===== src/rtl/sumador_ancho_ctrl_if.sv =====
// Requester-side handshake bundle for the nibble-serial wide adder sequencer.
// The master issues operands with start and collects result/cout on done.
interface sumador_ancho_ctrl_if #(
  parameter int W = 16
);
  logic         start;
  logic [W-1:0] op_a;
  logic [W-1:0] op_b;
  logic         cin_in;
  logic         ready;
  logic         done;
  logic [W-1:0] result;
  logic         cout;

  modport master (
    output start, op_a, op_b, cin_in,
    input  ready, done, result, cout
  );

  modport slave (
    input  start, op_a, op_b, cin_in,
    output ready, done, result, cout
  );
endinterface


===== src/rtl/sumador_ancho_ctrl.sv =====
// Wide adder sequencer: feeds a shared registered 4-bit adder one nibble
// per pass, LSB first, chaining its carry-out back into the next carry-in.
module sumador_ancho_ctrl #(
  parameter int         N_NIBBLES = 4,
  parameter logic [1:0] MODO_SUMA = 2'b00
) (
  input  logic       clk,
  input  logic       rst,
  sumador_ancho_ctrl_if.slave req,
  output logic [3:0] sa_a,
  output logic [3:0] sa_b,
  output logic       sa_cin,
  output logic [1:0] sa_modo,
  output logic       sa_enb,
  input  logic [3:0] sa_q,
  input  logic       sa_rco
);
  localparam int W  = 4 * N_NIBBLES;
  localparam int IW = (N_NIBBLES > 1) ? $clog2(N_NIBBLES) : 1;
  localparam logic [IW-1:0] LAST = IW'(N_NIBBLES - 1);

  localparam logic [1:0] IDLE    = 2'd0;
  localparam logic [1:0] ISSUE   = 2'd1;
  localparam logic [1:0] CAPTURE = 2'd2;
  localparam logic [1:0] FIN     = 2'd3;

  logic [1:0]    state;
  logic [W-1:0]  a_q;
  logic [W-1:0]  b_q;
  logic          carry;
  logic [IW-1:0] idx;
  logic [W-1:0]  accum;
  logic [W-1:0]  accum_nx;
  logic [W-1:0]  result;
  logic          cout;
  logic [3:0]    nib_a;
  logic [3:0]    nib_b;

  always_comb begin
    nib_a    = 4'h0;
    nib_b    = 4'h0;
    accum_nx = accum;
    for (int i = 0; i < N_NIBBLES; i++) begin
      if (idx == IW'(i)) begin
        nib_a = a_q[4*i +: 4];
        nib_b = b_q[4*i +: 4];
        accum_nx[4*i +: 4] = sa_q;
      end
    end
  end

  always_ff @(posedge clk or posedge rst) begin
    if (rst) begin
      state  <= IDLE;
      a_q    <= '0;
      b_q    <= '0;
      carry  <= 1'b0;
      idx    <= '0;
      accum  <= '0;
      result <= '0;
      cout   <= 1'b0;
    end else begin
      unique case (state)
        IDLE: begin
          if (req.start) begin
            a_q   <= req.op_a;
            b_q   <= req.op_b;
            carry <= req.cin_in;
            idx   <= '0;
            state <= ISSUE;
          end
        end
        ISSUE: state <= CAPTURE;
        CAPTURE: begin
          accum <= accum_nx;
          carry <= sa_rco;
          // result is taken from the next-state accum so the top nibble lands
          if (idx == LAST) begin
            result <= accum_nx;
            cout   <= sa_rco;
            state  <= FIN;
          end else begin
            idx   <= idx + 1'b1;
            state <= ISSUE;
          end
        end
        FIN: state <= IDLE;
        default: state <= IDLE;
      endcase
    end
  end

  assign sa_enb  = (state == ISSUE);
  assign sa_a    = sa_enb ? nib_a : 4'h0;
  assign sa_b    = sa_enb ? nib_b : 4'h0;
  assign sa_cin  = sa_enb & carry;
  assign sa_modo = MODO_SUMA;

  assign req.ready  = (state == IDLE);
  assign req.done   = (state == FIN);
  assign req.result = result;
  assign req.cout   = cout;
endmodule


===== src/flat_wrapper.sv =====
// flat-port wrapper written by rule: the top's interface ports become plain ports
module sumador_ancho_ctrl_flat 
#(
  parameter int         N_NIBBLES = 4,
  parameter logic [1:0] MODO_SUMA = 2'b00
)
  (clk, rst, sa_a, sa_b, sa_cin, sa_modo, sa_enb, sa_q, sa_rco, req_start, req_op_a, req_op_b, req_cin_in, req_ready, req_done, req_result, req_cout);
  sumador_ancho_ctrl_if #(.W(16)) req_i ();
  input  logic clk;
  input  logic rst;
  output logic [3:0] sa_a;
  output logic [3:0] sa_b;
  output logic sa_cin;
  output logic [1:0] sa_modo;
  output logic sa_enb;
  input  logic [3:0] sa_q;
  input  logic sa_rco;
  input wire logic [$bits(req_i.start)-1:0] req_start;
  input wire logic [$bits(req_i.op_a)-1:0] req_op_a;
  input wire logic [$bits(req_i.op_b)-1:0] req_op_b;
  input wire logic [$bits(req_i.cin_in)-1:0] req_cin_in;
  output wire logic [$bits(req_i.ready)-1:0] req_ready;
  output wire logic [$bits(req_i.done)-1:0] req_done;
  output wire logic [$bits(req_i.result)-1:0] req_result;
  output wire logic [$bits(req_i.cout)-1:0] req_cout;
  assign req_i.start = req_start;
  assign req_i.op_a = req_op_a;
  assign req_i.op_b = req_op_b;
  assign req_i.cin_in = req_cin_in;
  assign req_ready = req_i.ready;
  assign req_done = req_i.done;
  assign req_result = req_i.result;
  assign req_cout = req_i.cout;
  sumador_ancho_ctrl #(.N_NIBBLES(N_NIBBLES), .MODO_SUMA(MODO_SUMA)) u_core (.clk(clk), .rst(rst), .req(req_i), .sa_a(sa_a), .sa_b(sa_b), .sa_cin(sa_cin), .sa_modo(sa_modo), .sa_enb(sa_enb), .sa_q(sa_q), .sa_rco(sa_rco));
endmodule

===== config.mk =====
export PLATFORM = sky130hd
export DESIGN_NAME = sumador_ancho_ctrl_flat
export DESIGN_NICKNAME = d
export VERILOG_FILES = /design/src/rtl/sumador_ancho_ctrl_if.sv /design/src/rtl/sumador_ancho_ctrl.sv /design/src/flat_wrapper.sv
export SDC_FILE = /design/constraint.sdc
export NUM_CORES = 1
export LEC_CHECK = 0
export CAP_MARGIN = 20
export CELL_PAD_IN_SITES_DETAIL_PLACEMENT = 0
export CELL_PAD_IN_SITES_GLOBAL_PLACEMENT = 1
export CORE_MARGIN = 3
export CORE_UTILIZATION = 39
export DETAILED_ROUTE_END_ITERATION = 6
export PLACE_DENSITY_LB_ADDON = 0.2
export SLEW_MARGIN = 10
export SYNTH_ARGS = -nofsm -noshare
export SYNTH_HDL_FRONTEND = slang
export SYNTH_SLANG_ARGS = --single-unit

===== constraint.sdc =====
create_clock -name clk -period 2.89 [get_ports clk]
set_input_delay 0.578 -clock clk [delete_from_list [all_inputs] [get_ports clk]]
set_output_delay 0.578 -clock clk [all_outputs]
set_load 0.01 [all_outputs]

# == Yosys cells after proc, flatten, opt, wreduce, memory -nomap -nowiden ==
# Index checks and enable logic that the tools add are counted.
# totals
register_bits,70
in_bits,41
out_inout_bits,31
# classes
addsub,1
n_eq_ne,8
n_mux,22
bitwise_logic,1
reduce_logical,7
# op_table
op,n
$mux W4,14
$eq A2 B2 Y1 const B,4
$mux W2,4
$pmux W2 S4,1
$reduce_and A2 Y1,3
$eq A2 B1 Y1 const B,2
$logic_not A2 Y1,2
$ne A2 B2 Y1 const B,2
$pmux W2 S2,1
$reduce_and A3 Y1,1
$add A2 B1 Y2 const B,1
$pmux W1 S2,1
$reduce_bool A2 Y1,1
$and A1 B1 Y1,1
$mux W1,1

# == Longest topological paths before layout ==
# Gate-level depths: netlist of run 1.
# logic_depth
depth_word,6
depth_mapped,7
mapped_depth_nobuf,5

# == Worst setup path before layout of run 1 ==
# Ideal clock, no wire load.
# synth_path
path_type,register to output
start,register u_core.idx[0]
end,output port sa_a[0]
t_arrival_ps,1668
required_ps,2312
slack_ps,644
path_stages_with_launch,8
path_cell_list,dfrtp_1 inv_1 ha_1 buf_2 nor2b_1 buf_2 a221oi_1 o41ai_1
# synth_via
elab_chain_cells,6
# synth_rtl
element,line_no,source
from (decl),sumador_ancho_ctrl.sv:31,logic [IW-1:0] idx;
from (signal assigned),sumador_ancho_ctrl.sv:83,idx <= idx + 1'b1;
$logic_not A2 Y1,sumador_ancho_ctrl.sv:44,if (idx == IW'(i)) begin
$mux W4 (3 in series),sumador_ancho_ctrl.sv:44,
$mux W4 (*),sumador_ancho_ctrl.sv:44,
$mux W4 (*),sumador_ancho_ctrl.sv:94,assign sa_a = sa_enb ? nib_a : 4'h0;
to (decl),flat_wrapper.sv:11,output logic [3:0] sa_a;
# Mark *: on every way between the ends. The rest lies on a longest branch, timed or not.

# == Worst setup path in the final report of run 1 ==
# layout_path
start,register u_core.idx[0]
end,output port sa_a[2]
# The elaborated chain is that of the path after synthesis.

==> flow_metrics.env, run 1 <==
export IMPL_grt_pass1_vias=2150
export IMPL_cp_arrival_ns=2.13
export IMPL_ctsLongestPathBuffers=2
export IMPL_wl_per_cell_um=15.4
export IMPL_synth_seq_cells=66
export IMPL_cp_required_ns=2.31
export IMPL_skew_ns=0.00626
export IMPL_synth_area_per_cell_um2=12.8
export IMPL_relSlewSlack=0.540
export IMPL_route_detailed_drc=0
export IMPL_grt_usage=0.159
export IMPL_yosysTopAreaCell="dfrtp_1"
export IMPL_area_delta_synth_final_pct=33.1
export IMPL_setup_violations_final=0
export IMPL_clock_latency_ns=0.33
export IMPL_start_util=0.408
export IMPL_die_w_um=93.9
export IMPL_grt_overflow=0
export IMPL_drive_above_1_share=0.263
export IMPL_cts_buffers=9
export IMPL_vias=2046
export IMPL_die_area_mm2=0.00881
export IMPL_dp_final_hpwl_um=4530
export IMPL_io_pins=72
export IMPL_port_buffer_count=69
export IMPL_n_fill_cell=678
export IMPL_cts_tree="yes"
export IMPL_cts_clk_slew_worst_paths_ns=0.06
export IMPL_gp_congestion=0.775
export IMPL_min_period_ns=2.71
export IMPL_status="finished clean"
export IMPL_netlist_area_mm2=0.00301
export IMPL_critPathMaxFanout=8
export IMPL_cts_hold_buf=0
export IMPL_synth_compound_area_frac=0.0810
export IMPL_antenna_found_initial=0
export IMPL_worst_pin_slew_ns=0.689
export IMPL_cap_violations=0
export IMPL_dr_pass1_iters=4
export IMPL_muxShareOfSynthArea=0.233
export IMPL_whs_ns=0.483
export IMPL_fin_util=0.544
export IMPL_ant_nets=0
export IMPL_die_y_um=93.9
export IMPL_diodes=0
export IMPL_num_nets_final=356
export IMPL_synth_top_family_by_area="multiplexers"
export IMPL_fmax_mhz=369
export IMPL_via_per_inst=4.94
export IMPL_synth_xor_area_frac=0
export IMPL_hold_viol=0
export IMPL_leakage_nw=1.74
export IMPL_htreeDepth=3
export IMPL_worst_setup_path_type="flop to primary output"
export IMPL_synth_simple_area_share=0.0740
export IMPL_clockRootBuffer="clkbuf_8"
export IMPL_ir_drop_mv=0.614
export IMPL_totalWireLength_um=6380
export IMPL_synth_top_cell_area_share=0.549
export IMPL_cp_end_kind="primary output"
export IMPL_p_total_mw=4.20
export IMPL_rsz0062_at_grt="true"
export IMPL_powerDensity_mw_per_mm2=1050
export IMPL_syn_inst=235
export IMPL_synth_area_leaders="dfrtp_1 (55%), mux2_2 (15%), mux2i_1 (4.0%)"
export IMPL_cts_sinks=66
export IMPL_grt_first_pass_wirelength_um=10800
export IMPL_stdcell_count=414
export IMPL_yosysWarnings=0
export IMPL_drv_slew=0
export IMPL_fin_crit_sh=0.938
export IMPL_first_iter_violations=95
export IMPL_dp_cells=399
export IMPL_crit_path_start_kind="flop"
export IMPL_hp_class="flop to flop"
export IMPL_finalSetupTns_ns=0
export IMPL_synthAdderAreaFrac=0.0166
export IMPL_synth_distinct_cells=30
export IMPL_rows=31
export IMPL_grt_max_degree=36
export IMPL_post_cts_buffers=0
export IMPL_core_area_mm2=0.00737
export IMPL_synth_seq_area_share=0.549
-- cell usage in the layout (no fill, tap or decap), types with 2 or more instances in the layout --
cell type        instances
dfrtp_1                 66
clkdlybuf4s50_1         61
mux2_2                  41
nand2_1                 16
o21ai_0                 13
mux2i_1                 12
nor2b_1                 11
buf_4                   11
clkbuf_8                10
mux2_4                   8
a221oi_1                 8
nand3_1                  8
dlygate4sd2_1            8
o41ai_1                  7
nor2_1                   5
inv_2                    3
ha_1                     3
a22oi_1                  2
inv_1                    2
o22ai_1                  2
conb_1                   2
clkinv_2                 2
clkbuf_1                 2
-- critical path, cell delays in order, from the launching register on --
cell           delay, ns
dfrtp_1             0.42
inv_1               0.12
ha_1                0.18
nor2b_1             0.13
buf_4               0.17
a221oi_1            0.09
o41ai_1             0.37
dlygate4sd2_1       0.32
-- worst paths after layout --
| kind | start | to | slack, ns | depth (start not counted) |
|---|---|---|---|---|
| setup / recovery | u_core.idx[0] | sa_a[2] | 0.18 | 7 |
| hold / removal | u_core.req.result[6] | u_core.req.result[6] | 0.48 | 2 |
| setup reg to reg | u_core.idx[0] | u_core.req.result[13] | 1.19 | 5 |
| hold reg to reg | u_core.req.result[6] | u_core.req.result[6] | 0.48 | 2 |
| max in group asynchronous | rst | u_core.req.result[0] | 1.60 | 3 |
| min in group asynchronous | rst | u_core.a_q[12] | 0.67 | 2 |
-- layer usage --
| layer | global-route usage | wire, um | vias to the layer above | part of all wire |
|---|---|---|---|---|
| met3 | 0.0513 | 310 | 5 | 0.049 |
| met5 | 0 | 0 | - | 0 |
| met4 | 0.0397 | 48 | 0 | 0.0075 |
| met2 | 0.242 | 2980 | 47 | 0.47 |
| li1 | - | - | 992 | - |
| met1 | 0.221 | 3040 | 1002 | 0.48 |
-- power by group --
group          internal (mW)  total (mW)  switching [mW]  leakage, nW
Sequential              1.39        1.65           0.252        0.770
Combinational           1.04        1.82           0.775        0.871
Clock                  0.415       0.737           0.322       0.0962
Total                   2.85        4.20            1.35         1.74
-- synthesized netlist by cell type --
cell       n
dfrtp_1   66
nand3b_2   1
clkbuf_1   6
mux2i_1   12
nand2_1   16
buf_6      3
inv_1      3
a21oi_1    1
ha_1       4
and3_1     1
o22ai_1    2
mux2_2    41
o41ai_1    8
nor2_1     5
mux2_4     8
buf_8      1
a22oi_1    2
nor3_1     1
and2_1     1
inv_2      2
buf_2      4
nand3_1    8
nor2b_1   11
a31oi_1    1
nand2_2    1
o21ai_0   13
a221oi_1   8
conb_1     1
buf_4      3
clkinv_1   1
-- kinds of logic (layout without fill, tap and decap cells) --
group / Yosys count / count (layout)
other cells: 1 / 2
compound gates: 35 / 35
simple gates: 45 / 45
buf+inv: 23 / 102
mux: 61 / 61
fa+ha+maj: 4 / 4
flops: 66 / 66
-- through the flow --
step                setup WS, ns  area [um^2]
floorplan                  0.644         3010
detailed placement         0.141         3820
finish                     0.181         4010
global placement           0.226         3820
CTS                       0.0717         4000
global route             -0.0110         4010
-- state kept, by name (all words and copies together), names as in the netlist --
| signal | cells |
|---|---|
| u_core.a_q | 16 |
| u_core.b_q | 16 |
| u_core.req.result | 16 |
| u_core.accum | 12 |
| u_core.idx | 2 |
| u_core.state | 2 |
| u_core.carry | 1 |
| u_core.req.cout | 1 |
-- layout make-up --
type | instances | area [um^2] | area share
flip-flops and latches | 66 | 1650 | 0.412
multi-input cells | 147 | 1240 | 0.309
repair buffers | 81 | 783 | 0.195
clock buffers | 12 | 145 | 0.0362
well taps | 99 | 124 | 0.0309
clock inverters | 3 | 40.0 | 0.00999
inverters | 6 | 26.3 | 0.00656
-- timing repair --
item                       4_1_cts  5_1_grt
pin swaps                        1        0
setup endpoints to repair        8        2
gates resized for setup         10        1
(Power assumes the default switching activity.)
==> run 2, diff against run 1 <==
Settings changed: SLEW_MARGIN 10 to 20.
==> results of run 2 <==
Same layout as run 1: the final DEF is identical, and so are final timing and power.
